## src/rtl/fps_seq.sv

```systemverilog
`default_nettype none
// ============================================================================
//  Module   : fps_seq
//  Purpose  : FPU phase sequencer (F-PS side of the F-PS/F-PM pair). Walks
//             the floating-point microprogram states, producing one active
//             state enable per F-state together with two strobes per state,
//             and picks the next state from the F-PM condition outputs.
//  Ports    : __clk            system clock, rising edge
//             clm              asynchronous active-high reset
//             pufa             instruction request (level, edge-started)
//             af_sf/mw_mf/dw_df/ff_  instruction class inputs
//             g/fic/ok/nz      F-PM condition outputs
//             f2_..f10_        active-low state enables
//             f9/f13           active-high state enables
//             strob_fp/strob2_fp  first/second strobe of the current state
//             _0_f             FPU clear pulse
//             busy/fin/lerr    status: running, end pulse, loop-limit error
//  Revision : 1.0  initial release
// ============================================================================
module fps_seq #(
    parameter int STROB1_TICKS = 2,
    parameter int STROB2_TICKS = 2,
    parameter int GAP_TICKS    = 1,
    parameter int LOOP_MAX     = 40
) (
    input  logic __clk,
    input  logic clm,
    input  logic pufa,
    input  logic af_sf,
    input  logic mw_mf,
    input  logic dw_df,
    input  logic ff_,
    input  logic g,
    input  logic fic,
    input  logic ok,
    input  logic nz,
    output logic f2_,
    output logic f4_,
    output logic f5_,
    output logic f6_,
    output logic f7_,
    output logic f8_,
    output logic f9,
    output logic f10_,
    output logic f13,
    output logic strob_fp,
    output logic strob2_fp,
    output logic _0_f,
    output logic busy,
    output logic fin,
    output logic lerr
);

    localparam int c_LEN = STROB1_TICKS + STROB2_TICKS + GAP_TICKS;
    localparam int c_TW  = $clog2(c_LEN + 1);
    localparam int c_LW  = $clog2(LOOP_MAX + 1);

    // Tick boundaries inside an F-state: phase B starts at c_TICK_B,
    // phase C starts at c_TICK_C, conditions sampled at c_TICK_SMP.
    localparam logic [c_TW-1:0] c_TICK_B    = c_TW'(STROB1_TICKS);
    localparam logic [c_TW-1:0] c_TICK_C    = c_TW'(STROB1_TICKS + STROB2_TICKS);
    localparam logic [c_TW-1:0] c_TICK_SMP  = c_TW'(STROB1_TICKS + STROB2_TICKS - 1);
    localparam logic [c_TW-1:0] c_TICK_LAST = c_TW'(c_LEN - 1);
    localparam logic [c_LW-1:0] c_LOOP_LAST = c_LW'(LOOP_MAX - 1);
    localparam bit              c_NO_GAP    = (GAP_TICKS == 0);

    typedef enum logic [3:0] {
        S_IDLE = 4'd0,
        S_CLR  = 4'd1,
        S_F2   = 4'd2,
        S_F4   = 4'd3,
        S_F5   = 4'd4,
        S_F6   = 4'd5,
        S_F7   = 4'd6,
        S_F8   = 4'd7,
        S_F9   = 4'd8,
        S_F10  = 4'd9,
        S_F13  = 4'd10,
        S_DONE = 4'd11
    } state_t;

    state_t            r_state, w_state_nxt;
    state_t            r_next, w_next_nxt;      // branch captured at sample tick
    state_t            w_br, w_sel_next;
    logic              r_force, w_force_nxt;    // captured branch is a forced loop exit
    logic              w_br_force, w_sel_force;
    logic [c_TW-1:0]   r_tick, w_tick_nxt;
    logic [c_LW-1:0]   r_loop, w_loop_nxt;
    logic              r_lerr, w_lerr_nxt;
    logic              r_pufa_d;
    logic              w_rise;
    logic              w_loop_full;
    logic              w_in_f;

    // The delayed copy always follows pufa, so edges seen while busy are
    // consumed and a new start needs a fresh low-then-high.
    assign w_rise      = pufa & ~r_pufa_d;
    assign w_loop_full = (r_loop == c_LOOP_LAST);

    // Branch decision from the current state and condition inputs.
    always_comb begin
        w_br       = r_state;
        w_br_force = 1'b0;
        case (r_state)
            S_F2:  w_br = S_F4;
            S_F4: begin
                if (af_sf)               w_br = S_F5;
                else if (mw_mf || dw_df) w_br = S_F8;
                else                     w_br = S_F6;
            end
            S_F5:  w_br = g ? S_F10 : S_F8;
            S_F8: begin
                if (fic) begin
                    w_br = S_F6;
                end else if (w_loop_full) begin
                    w_br       = S_F6;
                    w_br_force = 1'b1;
                end else begin
                    w_br = S_F8;
                end
            end
            S_F6:  w_br = ok ? S_F7 : S_F9;
            S_F7: begin
                if (!nz) begin
                    w_br = S_F9;
                end else if (w_loop_full) begin
                    w_br       = S_F9;
                    w_br_force = 1'b1;
                end else begin
                    w_br = S_F7;
                end
            end
            S_F9:  w_br = S_F10;
            S_F10: w_br = ff_ ? S_DONE : S_F13;
            S_F13: w_br = S_DONE;
            default: w_br = r_state;
        endcase
    end

    // Next-state and counter logic.
    always_comb begin
        w_state_nxt = r_state;
        w_next_nxt  = r_next;
        w_force_nxt = r_force;
        w_tick_nxt  = r_tick;
        w_loop_nxt  = r_loop;
        w_lerr_nxt  = r_lerr;
        // With no gap phase the sample tick is also the last tick, so the
        // live branch is used instead of the captured one.
        w_sel_next  = c_NO_GAP ? w_br : r_next;
        w_sel_force = c_NO_GAP ? w_br_force : r_force;
        case (r_state)
            S_IDLE: begin
                if (w_rise) begin
                    w_state_nxt = S_CLR;
                    w_lerr_nxt  = 1'b0;
                end
            end
            S_CLR: begin
                w_state_nxt = S_F2;
                w_tick_nxt  = '0;
                w_loop_nxt  = '0;
            end
            S_DONE: w_state_nxt = S_IDLE;
            default: begin
                if (r_tick == c_TICK_SMP) begin
                    w_next_nxt  = w_br;
                    w_force_nxt = w_br_force;
                end
                if (r_tick == c_TICK_LAST) begin
                    w_tick_nxt  = '0;
                    w_state_nxt = w_sel_next;
                    if (w_sel_force) w_lerr_nxt = 1'b1;
                    // Pass count restarts whenever a different state is entered.
                    w_loop_nxt = (w_sel_next == r_state) ? r_loop + 1'b1 : '0;
                end else begin
                    w_tick_nxt = r_tick + 1'b1;
                end
            end
        endcase
    end

    always_ff @(posedge __clk or posedge clm) begin
        if (clm) begin
            r_state  <= S_IDLE;
            r_next   <= S_IDLE;
            r_force  <= 1'b0;
            r_tick   <= '0;
            r_loop   <= '0;
            r_lerr   <= 1'b0;
            r_pufa_d <= 1'b0;
        end else begin
            r_state  <= w_state_nxt;
            r_next   <= w_next_nxt;
            r_force  <= w_force_nxt;
            r_tick   <= w_tick_nxt;
            r_loop   <= w_loop_nxt;
            r_lerr   <= w_lerr_nxt;
            r_pufa_d <= pufa;
        end
    end

    assign w_in_f = r_state inside {S_F2, S_F4, S_F5, S_F6, S_F7, S_F8, S_F9, S_F10, S_F13};

    assign f2_       = (r_state != S_F2);
    assign f4_       = (r_state != S_F4);
    assign f5_       = (r_state != S_F5);
    assign f6_       = (r_state != S_F6);
    assign f7_       = (r_state != S_F7);
    assign f8_       = (r_state != S_F8);
    assign f9        = (r_state == S_F9);
    assign f10_      = (r_state != S_F10);
    assign f13       = (r_state == S_F13);
    assign strob_fp  = w_in_f && (r_tick < c_TICK_B);
    assign strob2_fp = w_in_f && (r_tick >= c_TICK_B) && (r_tick < c_TICK_C);
    assign _0_f      = (r_state == S_CLR);
    assign busy      = (r_state != S_IDLE) && (r_state != S_DONE);
    assign fin       = (r_state == S_DONE);
    assign lerr      = r_lerr;

endmodule
`default_nettype wire

```

## config.mk

```make
export PLATFORM = sky130hd
export DESIGN_NAME = fps_seq
export DESIGN_NICKNAME = d
export VERILOG_FILES = /design/src/rtl/fps_seq.sv
export SDC_FILE = /design/constraint.sdc
export NUM_CORES = 1
export LEC_CHECK = 0
export CAP_MARGIN = 10
export CORE_MARGIN = 5
export CORE_UTILIZATION = 30
export DETAILED_ROUTE_END_ITERATION = 12
export MAX_ROUTING_LAYER = met4
export PLACE_DENSITY = 0.51
export REMOVE_ABC_BUFFERS = 1
export SLEW_MARGIN = 40
export SYNTH_ARGS = -nofsm -noshare
export SYNTH_HDL_FRONTEND = slang
export SYNTH_SLANG_ARGS = --single-unit
```

## constraint.sdc

```tcl
create_clock -name __clk -period 5.05 [get_ports __clk]
set_input_delay 1.515 -clock __clk [delete_from_list [all_inputs] [get_ports __clk]]
set_output_delay 1.515 -clock __clk [all_outputs]
set_load 0.02 [all_outputs]
```

# After elaboration in Yosys (flattened, before gate mapping)
# Cells that the tools add are included.
# totals
register_bits,20
latchBits,0
ram_bits,0
romBits,0
in_bits,11
output_inout_bits,15
wordCells,86
mem_count,0
# op_classes
n_addsub,2
mul,0
n_div,0
n_lt_le_gt_ge,3
n_eq_ne,24
n_shift,0
n_mux,26
bitwise,5
reduce_logical,19
# ops
op,count
case mux 4 bit (9 select lines),1
2-to-1 mux 4 bit,6
"== test 4 x 3 -> 1 bit, second input constant",4
"== test 4 bit, second input constant",4
"inequality test 4 x 3 -> 1 bit, second input constant",4
2-to-1 mux 6 bit,2
case mux 4 bit (3 select lines),1
case mux 6 bit (2 select lines),1
nonzero test 9 bit,1
"== test 4 x 2 -> 1 bit, second input constant",2
2-to-1 mux 2 bit,4
"inequality test 4 x 2 -> 1 bit, second input constant",2
"inequality test 4 bit, second input constant",2
nonzero test 4 bit,2
2-to-1 mux 1 bit,7
"adder 6 x 1 -> 6 bit, second input constant",1
"== test 6 bit, second input constant",1
case mux 3 bit (2 select lines),1
AND reduction 2 bit,3
nonzero test 2 bit,3
"== test 4 x 1 -> 1 bit, second input constant",1
== test 4 bit,1
logical AND 1 bit,4
logical NOT 4 bit,1
other kinds (15),20

# Longest topological paths before layout
# depth
depth_word,4
mapped_depth,6
mapped_depth_nobuf,6

# Worst setup path after synthesis
# Ideal clock, no wire load.
# synth_timing
path_kind,register to output
start,reg r_state[1]
end,out strob_fp
t_arrival_ps,1745
required_ps,3535
path_slack_ps,1790
path_stages_with_launch,6
cell_sequence,dfrtp_1 buf_2 and2_1 buf_2 o21ai_0 nor4b_1
# synth_between
elab_chain_cells,3
# synth_rtl
item,line_no,rtl
"start, declared",82,"state_t r_state, w_state_nxt;"
"start signal, assigned",193,r_state <= w_state_nxt;
"== test 4 x 2 -> 1 bit, or another cell as far along",203,"assign w_in_f = r_state inside {S_F2, S_F4, S_F5, S_F6, S_F7, S_F8, S_F9, S_F10, S_F13};"
nonzero test 9 bit *,203,
logical AND 1 bit *,214,assign strob_fp = w_in_f && (r_tick < c_TICK_B);
"end, declared",46,"output logic strob_fp,"
# Mark *: on every way between the ends. The rest lies on a longest branch, timed or not.

# Final worst setup path
# Same ends and word-level chain as after synthesis.

==> impl_metrics.tcl <==
set metrics [dict create \
    synth.yosys.seq_area_share_pct 34.8 \
    tightest_slew_ns 0.761 \
    grt_pass1_vias 1373 \
    synthesis.area_um2 1440 \
    cts-buffers-inserted 3 \
    ir_drop_uv 82.3 \
    leakagePower_nw 0.741 \
    crit_fanout 21 \
    max_freq_ghz 0.249 \
    grt_setup_unrepaired "no" \
    skew_ns 0.00392 \
    crit_type "reg -> out" \
    die_x_um 79.2 \
    cpPeakStageDelay_ns 0.66 \
    n_fill_cell 477 \
    numPortBuffers 25 \
    setup_slack_ns 1.03 \
    syn-instance-count 170 \
    worstSetupStartpoint "r_state[1]" \
    post-cts-setup-buffer-count 0 \
    hp-start "r_force" \
    worstRegToRegCells 5 \
    min_period_ns 4.02 \
    dp.cells 240 \
    drc 0 \
    hold_viol_final 0 \
    tns_ns 0 \
    holdCritPathClass "reg -> reg" \
    netlist.area_leader.share_pct 34.8 \
    clock-sinks 20 \
    top_usage_layer "met2" \
    synth_area_leaders "dfrtp_1 (35%), nand2_1 (6.3%), a21oi_1 (5.2%)" \
    gp_congestion 0.889 \
    io_pins 26 \
    final_cells 244 \
    clockPowerShare_pct 47.9 \
    p_int_mw 0.274 \
    num_vias 1337 \
    post_drt_wl_per_cell_um 15.9 \
    grt_max_degree 25 \
    comb_power_share_pct 4.3 \
    cp-start-kind "flop" \
    antenna_left 0 \
    synth_cell_types 49 \
    worstHoldPathCells 2 \
    antenna_found_initial 0 \
    ys_seq_elements 20 \
    status "finished, final reports clean" \
    report.final.slew_viol_count 0 \
    p_per_area_nw_per_um2 188 \
    yosysMostFrequentCell "nand2_1" \
    drv_cap 0 \
    syn_avg_cell_area_um2 8.46 \
    grt_util_met2_pct 19.8 \
    grt_use_met1_pct 18.8 \
    cts_root_buf "clkbuf_8" \
    async_reset_ff_share_pct 100 \
    slew_headroom_pct 49.2 \
    power.switching_mw 0.0615 \
    worstPathCellList "and2_1 > o21ai_0 > nor4b_1 > clkdlybuf4s50_1" \
    critical_path_arrival_ns 2.51 \
    final_nets 206 \
    swShare_pct 18.3 \
    vias_per_cell 5.48 \
    timing.rr.start "r_state[2]" \
    critPathCaptureType "output pin" \
    setup_viol 0 \
    clk_path_buf_depth 2 \
    die_h_um 79.2 \
    crit_slowest_cell "clkdlybuf4s50_1" \
    cts_tree "yes" \
    syn_to_final_growth_pct 23.9 \
    cts-resized-gates 0 \
    grt_pass1_wl_um 6660 \
    clk_pin_slew_ns 0.08 \
    core_um2 4690 \
    die-area_um2 6280 \
    grt_overflow 0 \
    drt_pass1_iterations 4 \
    pwr-share-seq_pct 47.8 \
    rows 25 \
    start_util_pct 30.6 \
    grt_usage_pct 13.4 \
    p_total_mw 0.336 \
    required_ns 3.54 \
    htree_levels 1 \
    yosys.area.top_type "dfrtp_1" \
    whs_ns 0.507 \
    clkLatencyLatePin_ns 0.26 \
    cts_hold_buffers 0 \
    post-place-ws_ns 1.32 \
    yosys_warnings 0 \
    use_met3_pct 0.907 \
    wl_um 3870 \
    synthTopCellsByCount "nand2_1 (24), dfrtp_1 (20), a21oi_1 (15), o21ai_0 (15), inv_1 (11)" \
    ys.flop_type "dfrtp_1" \
    layout-drive-gt1-share_pct 6.84 \
    antennaDiodeCount 0 \
    dp_hpwl_um 2870 \
    post-route-period-util_pct 79.6 \
    synth_edf_count 0 \
    drt_first_iter_violations 117 \
]
==> worst paths after layout <==
check | end | slack (ns)
worst max-delay path | strob_fp | 1.03
worst max register to register | r_state[1] | 2.92
min in group asynchronous | r_loop[2] | 1.57
max in group asynchronous | r_next[0] | 3.18
worst min-delay path | r_force | 0.51
worst min register to register | r_force | 0.51
==> critical path, delay by kind of cell (launching register included) <==
family	cells	cell delay, ns
AND/OR/NAND/NOR	2	0.68
AO/OA/AOI/OAI	1	0.28
buffers and inverters	1	0.66
flip-flops	1	0.63
==> cells by family after synthesis <==
family	after synthesis	share of synthesized area [%]
simple gates	64	25.5
compound gates	56	26.8
buf+inv	21	6.27
flops	20	34.8
xor+xnor	4	2.44
fa+ha+maj	4	3.48
mux	1	0.696
==> layout by cell type (no fill, tap or decap), drive strengths merged, types with 3 or more instances in the layout <==
cell type,count
nor3,5
nand2,24
xor2,4
clkbuf,3
clkdlybuf4s50,25
dfrtp,20
ha,4
nor2b,3
o21bai,4
o21ai,15
nand3,5
or3,4
nor2,7
a21oi,15
inv,12
==> area by class of cell <==
type                       instances  area, µm²  share of cell area [%]
multi-input combinational        129        847                    47.5
sequential                        20        500                    28.1
timing repair buffer              25        250                    14.0
tap                               54       67.6                    3.79
inverter                          12       45.0                    2.53
clock buffer                       3       41.3                    2.32
clock inverter                     1       30.0                    1.69
==> flip-flops by register name, summed over array words and instances, names as in the netlist <==
register,count
r_loop,6
r_next,4
r_state,4
r_tick,3
lerr,1
r_force,1
r_pufa_d,1
==> per-layer routing <==
layer,vias up,wire [µm]
met5,-,0
li1,659,-
met2,39,1690
met4,0,70
met1,633,1990
met3,6,120
==> power groups by stage <==
stage          clock, mW  sequential, mW  combinational, mW
2_1_floorplan          0           0.164            0.00462
3_3_place_gp           0           0.164             0.0147
3_5_place_dp           0           0.164             0.0147
4_1_cts            0.164           0.161             0.0148
5_1_grt            0.172           0.161             0.0162
6_report           0.161           0.161             0.0146
==> metrics by stage <==
stage	util [%]	instance area [µm²]
final	38.0	1780
after CTS	38.0	1780
after floorplan	-	1390
after detailed placement	36.5	1710
after global placement	36.5	1710
after global routing	38.0	1780
(Power assumes the default switching activity.)
